[src/rtl/hs_cdc_fifo_pkg.sv]
// Shared types and helpers for the async FIFO write/read controllers.
package hs_cdc_fifo_pkg;

  // Write-side controller states.
  typedef enum logic {WR_ST_INIT, WR_ST_RUN} hs_cdc_fifo_wr_state_t;

  // Widest pointer supported (ADDR_WIDTH up to 16, plus the wrap bit).
  localparam int PTR_MAX_W = 17;

  // Modular pointer distance wr - rd, reduced to the low 'width' bits.
  function automatic logic [PTR_MAX_W-1:0] ptr_diff(
    input logic [PTR_MAX_W-1:0] wr,
    input logic [PTR_MAX_W-1:0] rd,
    input int                   width
  );
    logic [PTR_MAX_W-1:0] mask;
    mask = (PTR_MAX_W'(1) << width) - PTR_MAX_W'(1);
    return (wr - rd) & mask;
  endfunction

endpackage

[src/rtl/hs_cdc_fifo_level_calc.sv]
// Combinational pointer-distance compare: fill level plus depth/threshold/
// overflow flags. Reused by the read-side controller for its own status.
module hs_cdc_fifo_level_calc
  import hs_cdc_fifo_pkg::*;
#(
  parameter int ADDR_WIDTH = 4,
  parameter int THRESH     = 12
) (
  input  logic [ADDR_WIDTH:0] wr_ptr,
  input  logic [ADDR_WIDTH:0] rd_ptr,
  output logic [ADDR_WIDTH:0] diff,
  output logic                at_depth,
  output logic                at_thresh,
  output logic                over_depth
);

  localparam logic [ADDR_WIDTH:0] DEPTH_V  = (ADDR_WIDTH+1)'(2**ADDR_WIDTH);
  localparam logic [ADDR_WIDTH:0] THRESH_V = (ADDR_WIDTH+1)'(THRESH);

  // Distance modulo the pointer range, then compare against the fixed limits.
  always_comb begin
    diff       = (ADDR_WIDTH+1)'(ptr_diff(PTR_MAX_W'(wr_ptr), PTR_MAX_W'(rd_ptr), ADDR_WIDTH + 1));
    at_depth   = (diff == DEPTH_V);
    at_thresh  = (diff >= THRESH_V);
    over_depth = (diff > DEPTH_V);
  end

endmodule

[src/rtl/hs_cdc_fifo_wr_ctrl.sv]
// Write-side control for the async FIFO: accepts a valid/ready stream, drives
// the RAM write port, owns the binary write pointer and derives full/afull/
// level/overflow from the read pointer already synchronized into clk.
module hs_cdc_fifo_wr_ctrl
  import hs_cdc_fifo_pkg::*;
#(
  parameter int DATA_WIDTH   = 32,
  parameter int ADDR_WIDTH   = 4,
  parameter int AFULL_THRESH = 12,
  parameter int INIT_CYCLES  = 4
) (
  input  logic                  clk,
  input  logic                  areset,
  input  logic                  s_valid,
  input  logic [DATA_WIDTH-1:0] s_data,
  output logic                  s_ready,
  output logic                  mem_we,
  output logic [ADDR_WIDTH-1:0] mem_waddr,
  output logic [DATA_WIDTH-1:0] mem_wdata,
  output logic [ADDR_WIDTH:0]   wr_ptr,
  input  logic [ADDR_WIDTH:0]   rd_ptr_synced,
  output logic [ADDR_WIDTH:0]   level,
  output logic                  full,
  output logic                  afull,
  output logic                  err_ovf
);

  localparam logic [ADDR_WIDTH:0] DEPTH_V   = (ADDR_WIDTH+1)'(2**ADDR_WIDTH);
  localparam logic [7:0]          INIT_LAST = 8'(INIT_CYCLES - 1);

  hs_cdc_fifo_wr_state_t state, state_next;
  logic [7:0]            init_cnt;
  logic                  xfer;
  logic [ADDR_WIDTH:0]   wr_ptr_next;
  logic [ADDR_WIDTH:0]   diff_next;
  logic [ADDR_WIDTH:0]   level_next;
  logic                  at_depth, at_thresh, over_depth;

  // Write port: s_ready is registered, so a transfer can never pass full.
  always_comb begin
    xfer        = s_valid & s_ready;
    mem_we      = xfer;
    mem_waddr   = wr_ptr[ADDR_WIDTH-1:0];
    mem_wdata   = s_data;
    wr_ptr_next = wr_ptr + (ADDR_WIDTH+1)'(xfer);
  end

  // INIT holds s_ready low long enough for the read-side syncer to settle.
  always_comb begin
    state_next = state;
    if (state == WR_ST_INIT && init_cnt == INIT_LAST) begin
      state_next = WR_ST_RUN;
    end
  end

  hs_cdc_fifo_level_calc #(
    .ADDR_WIDTH (ADDR_WIDTH),
    .THRESH     (AFULL_THRESH)
  ) u_level_calc (
    .wr_ptr     (wr_ptr_next),
    .rd_ptr     (rd_ptr_synced),
    .diff       (diff_next),
    .at_depth   (at_depth),
    .at_thresh  (at_thresh),
    .over_depth (over_depth)
  );

  // An impossible distance means a corrupted pointer; clamp to full.
  always_comb begin
    level_next = over_depth ? DEPTH_V : diff_next;
  end

  // FSM and init counter.
  always_ff @(posedge clk or posedge areset) begin
    if (areset) begin
      state    <= WR_ST_INIT;
      init_cnt <= 8'd0;
    end else begin
      state <= state_next;
      if (state == WR_ST_INIT) begin
        init_cnt <= init_cnt + 8'd1;
      end
    end
  end

  // Pointer, status flags and registered ready, all from the next-state distance.
  always_ff @(posedge clk or posedge areset) begin
    if (areset) begin
      wr_ptr  <= '0;
      level   <= '0;
      full    <= 1'b0;
      afull   <= 1'b0;
      s_ready <= 1'b0;
      err_ovf <= 1'b0;
    end else begin
      wr_ptr  <= wr_ptr_next;
      level   <= level_next;
      full    <= at_depth | over_depth;
      afull   <= at_thresh;
      s_ready <= (state_next == WR_ST_RUN) & ~at_depth & ~over_depth;
      err_ovf <= err_ovf | over_depth;
    end
  end

endmodule

[config.mk]
export PLATFORM = sky130hd
export DESIGN_NAME = hs_cdc_fifo_wr_ctrl
export DESIGN_NICKNAME = d
export VERILOG_FILES = /design/src/rtl/hs_cdc_fifo_pkg.sv /design/src/rtl/hs_cdc_fifo_level_calc.sv /design/src/rtl/hs_cdc_fifo_wr_ctrl.sv
export SDC_FILE = /design/constraint.sdc
export NUM_CORES = 1
export LEC_CHECK = 0
export ABC_AREA = 1
export CORE_UTILIZATION = 40
export DETAILED_ROUTE_END_ITERATION = 8
export HOLD_SLACK_MARGIN = 0.12
export PLACE_DENSITY = 0.87
export SETUP_SLACK_MARGIN = 0.02
export SLEW_MARGIN = 20
export SYNTH_ARGS = -nofsm -noshare
export SYNTH_HDL_FRONTEND = slang
export SYNTH_HIERARCHICAL = 1
export SYNTH_SLANG_ARGS = --single-unit
[constraint.sdc]
create_clock -name clk -period 3.6 [get_ports clk]
set_input_delay 0.72 -clock clk [delete_from_list [all_inputs] [get_ports clk]]
set_output_delay 0.72 -clock clk [all_outputs]
set_load 0.01 [all_outputs]
== Word-level counts from Yosys, hierarchy flattened ==
Index checks and enable logic that the tools add are counted.

* Output and inout bits: 51
* Bits in registers: 23
* Logic and storage cells: 26
* Input port bits: 40

* Mux-type cells: 2
* Add/subtract/negate cells: 3
* $lt $le $gt $ge: 2
* Bitwise operators: 8
* Eq/ne operators: 2
* Reduce and logical (&&, ||, !) cells: 1

{| class="wikitable"
|+ Operators by type and width
! kind !! number
|-
| 8-bit by 1-bit adder with 8-bit output, second input constant || 1
|-
| 8-bit by 2-bit equality test with 1-bit output, second input constant || 1
|-
| 5-bit by 1-bit adder with 5-bit output || 1
|-
| 5-bit equality test, second input constant || 1
|-
| 5-bit by 4-bit greater-or-equal comparator with 1-bit output, second input constant || 1
|-
| 5-bit greater-than comparator, second input constant || 1
|-
| 5-bit 2-to-1 mux || 1
|-
| 5-bit subtractor || 1
|-
| 1-bit bitwise AND || 3
|-
| 1-bit NOT || 3
|-
| 1-bit OR || 2
|-
| 1-bit logical AND || 1
|-
| 1-bit 2-to-1 mux || 1
|}

== Depth between registers and ports, before layout ==
Gate-level depths: netlist (run 1).

* Depth after elaboration: 7
* Gate-level depth with buffers: 16

== Hierarchy ==
The synthesis (run 1) kept the hierarchy.

{| class="wikitable"
|+ Modules (own cells, without submodules)
! module !! times used !! sequential area each (sq um) !! cells an instance !! area each (sq um)
|-
| hs_cdc_fifo_wr_ctrl || 1 || 575.6 || 124 || 1194.9
|-
| hs_cdc_fifo_level_calc || 1 || 0.0 || 41 || 251.5
|}

== Worst setup path before layout (run 1) ==
No wires, ideal clock.

* Path kind: input to register
* Start point: input port s_valid
* End point: register err_ovf
* Path buffers: 0
* Data arrival time: 2701 ps
* Setup slack: 772 ps
* Data required time: 3473 ps
* Stages: 11
* Cell sequence: nand2_1 > inv_1 > ha_1 > ha_1 > fa_1 > or2_1 > nor2_2 > nand3_2 > nand2_1 > inv_1 > or2_2

* Cells in the longest elaborated chain, start to end: 5

{| class="wikitable"
|+ RTL lines
! item !! line !! RTL
|-
| start, declared || hs_cdc_fifo_wr_ctrl.sv:14 || <nowiki>input logic s_valid,</nowiki>
|-
| 1-bit bitwise AND || hs_cdc_fifo_wr_ctrl.sv:41 || <nowiki>xfer = s_valid & s_ready;</nowiki>
|-
| named net mem_we || hs_cdc_fifo_wr_ctrl.sv:17 || <nowiki>output logic mem_we,</nowiki>
|-
| 5-bit by 1-bit adder with 5-bit output || hs_cdc_fifo_wr_ctrl.sv:45 || <nowiki>wr_ptr_next = wr_ptr + (ADDR_WIDTH+1)'(xfer);</nowiki>
|-
| named net wr_ptr_next[1] || hs_cdc_fifo_wr_ctrl.sv:34 || <nowiki>logic [ADDR_WIDTH:0] wr_ptr_next;</nowiki>
|-
| 5-bit subtractor || hs_cdc_fifo_pkg.sv:18 || <nowiki>return (wr - rd) & mask;</nowiki>
|-
| named net diff_next[1] || hs_cdc_fifo_wr_ctrl.sv:35 || <nowiki>logic [ADDR_WIDTH:0] diff_next;</nowiki>
|-
| 5-bit greater-than comparator || hs_cdc_fifo_level_calc.sv:25 || <nowiki>over_depth = (diff > DEPTH_V);</nowiki>
|-
| named net over_depth || hs_cdc_fifo_wr_ctrl.sv:37 || <nowiki>logic at_depth, at_thresh, over_depth;</nowiki>
|-
| 1-bit OR || hs_cdc_fifo_wr_ctrl.sv:101 || <nowiki>err_ovf <= err_ovf | over_depth;</nowiki>
|-
| end signal, assigned || hs_cdc_fifo_wr_ctrl.sv:101 ||
|-
| end, declared || hs_cdc_fifo_wr_ctrl.sv:25 || <nowiki>output logic err_ovf</nowiki>
|}

The timed path passes the listed nets, and every way through them passes these cells.
A chain may end at the register's enable or synchronous reset.

== Worst setup path after layout (run 1) ==
* Start point: input port s_valid
* End point: register level[4]

* Cells in the longest elaborated chain, start to end: 5

{| class="wikitable"
|+ RTL lines
! item !! line !! RTL
|-
| 1-bit bitwise AND || hs_cdc_fifo_wr_ctrl.sv:41 ||
|-
| 5-bit by 1-bit adder with 5-bit output || hs_cdc_fifo_wr_ctrl.sv:45 ||
|-
| named net wr_ptr_next[1] || hs_cdc_fifo_wr_ctrl.sv:34 ||
|-
| 5-bit subtractor || hs_cdc_fifo_pkg.sv:18 ||
|-
| named net diff_next[1] || hs_cdc_fifo_wr_ctrl.sv:35 ||
|-
| 5-bit greater-than comparator || hs_cdc_fifo_level_calc.sv:25 ||
|-
| named net over_depth || hs_cdc_fifo_wr_ctrl.sv:37 ||
|-
| 5-bit 2-to-1 mux || hs_cdc_fifo_wr_ctrl.sv:70 || <nowiki>level_next = over_depth ? DEPTH_V : diff_next;</nowiki>
|-
| named net level_next[4] || hs_cdc_fifo_wr_ctrl.sv:36 || <nowiki>logic [ADDR_WIDTH:0] level_next;</nowiki>
|-
| end signal, assigned || hs_cdc_fifo_wr_ctrl.sv:97 || <nowiki>level <= level_next;</nowiki>
|-
| end, declared || hs_cdc_fifo_wr_ctrl.sv:22 || <nowiki>output logic [ADDR_WIDTH:0] level,</nowiki>
|}

The timed path passes the listed nets, and every way through them passes these cells.

==> impl_results.md, run 1 <==
* Status: completed
* Number of hold buffers added after cts at 0
* Top-Level Pins at 91
* Filler cells at roughly 320
* Largest net degree at the start of global routing at 24
* Count of buffers inserted at the top-level ports at 26
* CP Data Required Time at between 3 and 4 ns
* Sort of element at the start of the critical path: primary input
* Setup Buffers After CTS at 0
* DP HPWL at 1670 um
* Cells after Synth at between 150 and 200
* Worst VDD drop at roughly 0.42 mV
* Data arrival time at the worst-slack endpoint at 3.15 ns
* X dimension of the die at just over 60 um
* Total global-route track usage at between 10 and 15%
* Worst path max stage delay at 0.49 ns
* Vertical die dimension at 62.1 um
* Fmax achieved at ~340 MHz
* Avg Vias per Cell at around 4.3
* Pre-Repair DR Iteration Count at 4
* Number of antenna diodes at 0
* Number of nets in the synthesized netlist at around 210
* Final hold slack at between 0.4 and 0.5 ns
* Number of buffers between clock root and the deepest sink at 2
* Maximum capacitance violations at 0
* Largest driver fanout on the critical path at 7
* Vias at 873
* Number of nets with antenna violations after detailed routing at 0
* Number of buffers inserted during clock tree synthesis at 3
* Worst setup EP type: register
* Hold/Removal Path Class: register to register
* Fraction of the yosys area taken by sequential cells at 39.8%
* Pleak at 0.760 nW
* Critical path, cell by cell: clkdlybuf4s50_1, nand2_1, inv_1, ha_1, ha_1, fa_1, or2_1, nor2_2, nand3_2, nand2_1, inv_1, or2_2
* Worst slew slack as a fraction of its limit at 44.2%
* Fraction of layout cells with a size suffix above 1 at a little under an eighth
* Register bit total from synthesis at 23
* Initial Util at a little over two fifths
* Cell Area, Synth at ~1400 um^2
* Fraction of the cycle the final worst path needs at approximately four fifths
* Final critical delay including setup and external delays at slightly below 3 ns
* Number of global-route vias before repair at roughly 900
* Die area at ~3900 um^2
* Setup slack, reg-to-reg at 1.04 ns
* Worst clock skew on the final layout at 0.00694 ns
* Critical-path top delay cell: sky130_fd_sc_hd__fa_1
* Count of pins over their slew limit at 0
* Remaining Overflow, GRT at 0
* Wire length after detailed routing at 2060 um
* Critical Setup Path Class: primary input to register
* Clock insertion delay at the later pin of the skew report at between 0.3 and 0.4 ns
* Count of warnings emitted by yosys at 6
* Layout Nets at 208
* Reg2reg path depth at 11
* Number of unique standard cell types used by synthesis at 21
* Sum Neg Setup Slack at 0 ns
* Root Buffer Master: sky130_fd_sc_hd__clkbuf_4
* Setup repair after global routing missed its margin: false
* Total buffers and inverters traversed by the critical path at 3
* Placer congestion estimate at 0.842
* Cell type group with the largest total delay on the critical path: adder cells
* Power per cell area at about 800 nW/um^2
* Setup violation total in the final timing report at 0
* Post-synthesis average cell area at 8.77 um^2
* Number of antenna violations at the first check in global routing at 0
* Number of clock sinks at 23
* Core Rows at 21
* Routed length per placed instance at 10.0 um
* Total number of H-tree levels at 1
* Reg-to-reg startpoint: s_ready
* Initial DRC Count at 36
* TritonCTS clock tree: yes
* Area of the core at about 3400 um^2
* Worst R2R End: level[4]
* Total of cells resized after clock tree synthesis at 0
* First-pass GRT wire length at between 3000 and 4000 um
* Area growth syn-to-layout at 5.36%
* Worst Max-Slew Pin Slew at approximately 0.84 ns
* Hold Vio Cnt, Final at 0
* DRC violation count after routing at 0
* Number of instances on the worst hold path at 1
* Hold Path End: err_ovf
* Clock input transition at the sequential cells of the worst setup and hold paths at 0.13 ns
* Origin of the worst min-delay path: err_ovf
==> synthesized netlist by cell type <==
library cell,n,share of area (%)
sky130_fd_sc_hd__fa_1,1,1.4
sky130_fd_sc_hd__nand3_2,1,0.69
sky130_fd_sc_hd__or2_2,2,0.86
sky130_fd_sc_hd__nand3b_1,2,1.0
sky130_fd_sc_hd__ha_1,7,6.1
sky130_fd_sc_hd__a21oi_2,1,0.61
sky130_fd_sc_hd__nor2_4,3,2.3
sky130_fd_sc_hd__buf_4,36,19
sky130_fd_sc_hd__clkinv_1,1,0.26
sky130_fd_sc_hd__xnor2_1,5,3.0
sky130_fd_sc_hd__nor2_1,12,3.1
sky130_fd_sc_hd__dfrtp_1,23,40
sky130_fd_sc_hd__inv_2,1,0.26
sky130_fd_sc_hd__a21oi_1,1,0.35
sky130_fd_sc_hd__nor2_2,2,0.86
sky130_fd_sc_hd__nand2_2,5,2.2
sky130_fd_sc_hd__nand2_1,29,7.5
sky130_fd_sc_hd__inv_1,19,4.9
sky130_fd_sc_hd__or2_1,2,0.86
sky130_fd_sc_hd__xor2_1,4,2.4
sky130_fd_sc_hd__nand3_1,8,2.8
==> cells by family (layout without fill, tap and decap cells) <==
| logic type | after synthesis | count (layout) | share of synthesized area [%] |
|---|---|---|---|
| compound gates | 2 | 2 | 0.951 |
| xor+xnor | 9 | 9 | 5.45 |
| fa+ha+maj | 8 | 8 | 7.44 |
| buf+inv | 57 | 51 | 24.1 |
| flops | 23 | 23 | 39.8 |
| simple gates | 66 | 66 | 22.2 |
==> power breakdown <==
group	total (W)	internal, W	switching [W]
sequential	0.000376	0.000334	0.0000421
combinational	0.000688	0.000334	0.000355
clock	0.000124	0.0000424	0.0000811
total	0.00119	0.000710	0.000478
==> sequential cells by signal, indices dropped and copies added, names as in the netlist <==
register and flops:
full 1, wr_ptr 5, afull 1, level 5, init_cnt 8, err_ovf 1
s_ready 1, state 1
==> area by class of cell <==
| cell class | instances | area, um^2 | area share, % |
|---|---|---|---|
| Tap cell | 46 | 57.6 | 3.78 |
| Clock inverter | 1 | 7.51 | 0.493 |
| Clock buffer | 3 | 22.5 | 1.48 |
| Inverter | 21 | 78.8 | 5.17 |
| Sequential cell | 23 | 576 | 37.8 |
| Multi-Input combinational cell | 85 | 522 | 34.2 |
| Timing Repair Buffer | 26 | 260 | 17.1 |
==> layout by cell type, fill, tap and decap left out, types with 4 or more instances in the layout <==
cell type	netlist	layout
sky130_fd_sc_hd__clkdlybuf4s50_1	0	26
sky130_fd_sc_hd__dfrtp_1	23	23
sky130_fd_sc_hd__ha_1	7	7
sky130_fd_sc_hd__inv_1	19	19
sky130_fd_sc_hd__nand2_1	29	29
sky130_fd_sc_hd__nand2_2	5	5
sky130_fd_sc_hd__nand3_1	8	8
sky130_fd_sc_hd__nor2_1	12	12
sky130_fd_sc_hd__xnor2_1	5	5
sky130_fd_sc_hd__xor2_1	4	4
==> how the worst max path moves through the flow <==
stage          startpoint  endpoint  slack, ns  cells past startpoint
2_1_floorplan     s_valid   err_ovf       0.77                     11
3_3_place_gp      s_valid  level[4]       0.33                     12
3_5_place_dp      s_valid   err_ovf       0.30                     12
4_1_cts           s_valid   s_ready       0.65                     13
5_1_grt           s_valid   s_ready       0.53                     13
6_report          s_valid  level[4]       0.65                     12
==> through the flow <==
stage,cells,total power [W],util (%),cell area [um^2],setup slack [ns]
CTS,205,0.00121,45.0,1520,0.646
global placement,201,0.00107,44.1,1490,0.330
global route,205,0.00130,45.0,1520,0.526
detailed placement,201,0.00108,44.1,1490,0.301
finish,205,0.00119,45.0,1520,0.654
floorplan,165,0.000876,-,1450,0.772
==> per-layer routing <==
layer,vias up,global-route usage (%),part of all wire [%]
met1,394,14.1,43
met2,17,19.6,48
met5,-,0,0
li1,450,-,-
met3,12,3.49,6.9
met4,0,6.98,2.1
Power figures use the tool's default switching activity.
==> run 2, diff against run 1 <==
CORE_UTILIZATION = 33   (was 40)
PLACE_DENSITY = 0.76   (was 0.87)
clock period = 2.45 ns   (was 3.6 ns; I/O delays follow)
==> run 2 against run 1 <==
Effect of this change: power grew 72%; die area increased by 21%; sequential power increased by 52%; critical path type unchanged; worst setup slack got worse by 0.56 ns; largest power group unchanged; global-route usage decreased by 1.1 points.
==> impl_results.md, run 2 (synthesis results as in run 1) <==
* Status: completed
* Worst VDD drop at 0.399 mV (-5.4%)
* Placer congestion estimate at 0.697 (-17%)
* Critical Setup Path Class: primary input to register
* Worst R2R End: level[4]
* Core Rows at 23 (+9.5%)
* CP Data Required Time at 2.59 ns (-1.22 ns)
* Largest net degree at the start of global routing at 24 (unchanged)
* Wire length after detailed routing at 2240 um (+8.9%)
* Filler cells at 402 (+26%)
* Number of antenna diodes at 0 (unchanged)
* Data arrival time at the worst-slack endpoint at 2.50 ns (-0.65 ns)
* DP HPWL at 1820 um (+8.7%)
* Total number of H-tree levels at 1 (unchanged)
* Vias at 928 (+6.3%)
* Top-Level Pins at 91 (unchanged)
* Worst slew slack as a fraction of its limit at 78.0% (+34 points)
* DRC violation count after routing at 0 (unchanged)
* Count of buffers inserted at the top-level ports at 26 (unchanged)
* Hold Path End: err_ovf
* Instance area at placement at 1590 um^2 (+6.5%)
* Avg Vias per Cell at 4.24 (-0.50%)
* Die area at 4650 um^2 (+21%)
* Root Buffer Master: sky130_fd_sc_hd__clkbuf_8
* Setup slack, reg-to-reg at 0.1 ns (-0.94 ns)
* TritonCTS clock tree: yes
* Clock input transition at the sequential cells of the worst setup and hold paths at 0.08 ns (-0.05 ns)
* Number of antenna violations at the first check in global routing at 0 (unchanged)
* Initial Util at 35.1% (-7.5 points)
* Worst Max-Slew Pin Slew at 0.328 ns (-0.509 ns)
* Fmax achieved at ~420 MHz
* Setup repair after global routing missed its margin: true
* Number of instances on the worst hold path at 1 (unchanged)
* Final critical delay including setup and external delays at about 2.4 ns
* Most frequent standard cell in the layout excluding fill and tap cells: sky130_fd_sc_hd__nand2_1
* Flip-flop count of the largest register after layout at 8 (unchanged)
* Sort of element at the start of the critical path: primary input
* Area growth syn-to-layout at 16.2%
* Total global-route track usage at 11.0% (-1.1 points)
* Total power of the final layout at 0.00205 W (+72%)
* Vertical die dimension at 68.2 um (+9.8%)
* Registers with the highest flip-flop counts: init_cnt: 8 flops, level: 5 flops, wr_ptr: 5 flops
* Commonest cells after routing, fill and taps aside: sky130_fd_sc_hd__nand2_1 (28), sky130_fd_sc_hd__clkdlybuf4s50_1 (25), sky130_fd_sc_hd__dfrtp_1 (23), sky130_fd_sc_hd__inv_1 (15), sky130_fd_sc_hd__nor2_1 (11)
* Reg2reg path depth at 13 (+2)
* Initial DRC Count at 33 (-8.3%)
* Largest driver fanout on the critical path at 4 (-3)
* Total non-filler cell area in the finished layout at 1680 um^2 (+10%)
* First-pass GRT wire length at 3880 um (+4.2%)
* Maximum capacitance violations at 0 (unchanged)
* Post-placement cell count at 212 (+5.5%)
* Setup violation total in the final timing report at 0 (unchanged)
* Number of nets with antenna violations after detailed routing at 0 (unchanged)
* Routed length per placed instance at 10.2 um (+1.9%)
* Number of global-route vias before repair at 967 (+7.6%)
* Fraction of layout cells with a size suffix above 1 at 24.3% (+12 points)
* Pre-Repair DR Iteration Count at 4 (unchanged)
* Power per cell area at 1220 nW/um^2 (+56%)
* Reg-to-reg startpoint: s_ready
* Clock insertion delay at the later pin of the skew report at 0.26 ns (-0.05 ns)
* Count of pins over their slew limit at 0 (unchanged)
* Area of the core at 4120 um^2 (+21%)
* Number of buffers between clock root and the deepest sink at 2 (unchanged)
* Final cell count without fillers at 219 (+6.8%)
* Pleak at 0.813 nW (+6.9%)
* Largest register by flop count: init_cnt
* X dimension of the die at 68.2 um (+9.8%)
* Fraction of the cycle the final worst path needs at around 96%
* Origin of the worst min-delay path: err_ovf
* Remaining Overflow, GRT at 0 (unchanged)
* Number of clock sinks at 23 (unchanged)
* Layout Nets at 218 (+4.8%)
* Worst setup EP type: register
* Hold/Removal Path Class: register to register
* Worst clock skew on the final layout at 0.00338 ns (-0.00356 ns)
* Number of buffers inserted during clock tree synthesis at 3 (unchanged)
* Hold Vio Cnt, Final at 0 (unchanged)
[run 2: cell count changes in the layout (fill, tap and decap cells not counted), sizes merged]
cell           delta
clkinvlp          -1
clkdlybuf4s15     +1
buf              +10
clkbuf            +1
clkdlybuf4s50     -1
[run 2: metrics by stage]
step                      worst slack, ns  hold slack, ns  setup TNS (ns)  utilization (%)
after CTS                          0.0428           0.479               0             40.2
final                              0.0955           0.473               0             40.8
after floorplan                    0.0352           0.454               0                -
after global placement             -0.443           0.467           -3.24             38.7
after detailed placement           -0.493           0.457           -3.73             38.7
after global routing              -0.0342           0.488         -0.0698             40.8
[run 2: layer usage]
layer | vias up | track usage, % | wire (um)
met5 | - | 0 | 0
met2 | 17 | 21.4 | 1190
met3 | 4 | 3.33 | 125
met4 | 0 | 2.60 | 13
met1 | 438 | 11.0 | 913
li1 | 469 | - | -
[run 2: how the worst max path moves through the flow]
| stage | startpoint | to | slack, ns | depth (start not counted) |
|---|---|---|---|---|
| floorplan | s_valid | err_ovf | 0.04 | 13 |
| global placement | s_valid | err_ovf | -0.44 | 14 |
| detailed placement | s_valid | s_ready | -0.49 | 16 |
| CTS | s_ready | level[4] | 0.04 | 13 |
| global route | s_ready | s_ready | -0.03 | 14 |
| finish | s_valid | level[4] | 0.1 | 14 |
[run 2: cell type report]
| class | count | area, um^2 | area share [%] |
|---|---|---|---|
| flip-flops and latches | 23 | 576 | 34.3 |
| inverters | 21 | 81.3 | 4.84 |
| clock buffers | 4 | 45.0 | 2.68 |
| repair buffers | 36 | 335 | 20.0 |
| well taps | 50 | 62.6 | 3.72 |
| multi-input cells | 85 | 581 | 34.5 |
[run 2: where the power goes]
| group | switching [W] | total, W | internal [W] |
|---|---|---|---|
| Sequential | 0.0000788 | 0.000571 | 0.000493 |
| Combinational | 0.000581 | 0.00125 | 0.000665 |
| Clock | 0.000114 | 0.000230 | 0.000116 |
| Total | 0.000773 | 0.00205 | 0.00127 |
[run 2: critical path, stage by stage]
cell and delay [ns]:
sky130_fd_sc_hd__clkdlybuf4s15_1 0.18, sky130_fd_sc_hd__nand2_2 0.08, sky130_fd_sc_hd__inv_2 0.05, sky130_fd_sc_hd__ha_4 0.26
sky130_fd_sc_hd__inv_2 0.04, sky130_fd_sc_hd__ha_4 0.15, sky130_fd_sc_hd__inv_4 0.05, sky130_fd_sc_hd__fa_2 0.42
sky130_fd_sc_hd__or2_1 0.23, sky130_fd_sc_hd__nor2_2 0.09, sky130_fd_sc_hd__nand3_2 0.07, sky130_fd_sc_hd__nand2_1 0.08
sky130_fd_sc_hd__inv_2 0.04, sky130_fd_sc_hd__or2_2 0.28
[run 2: repair_timing]
item / CTS / global route
pin swaps: 8 / 8
buffers inserted: 2 / 1
setup endpoints to repair: 8 / 8
hold buffers: 0 / 0
gates resized for setup: 3 / 5
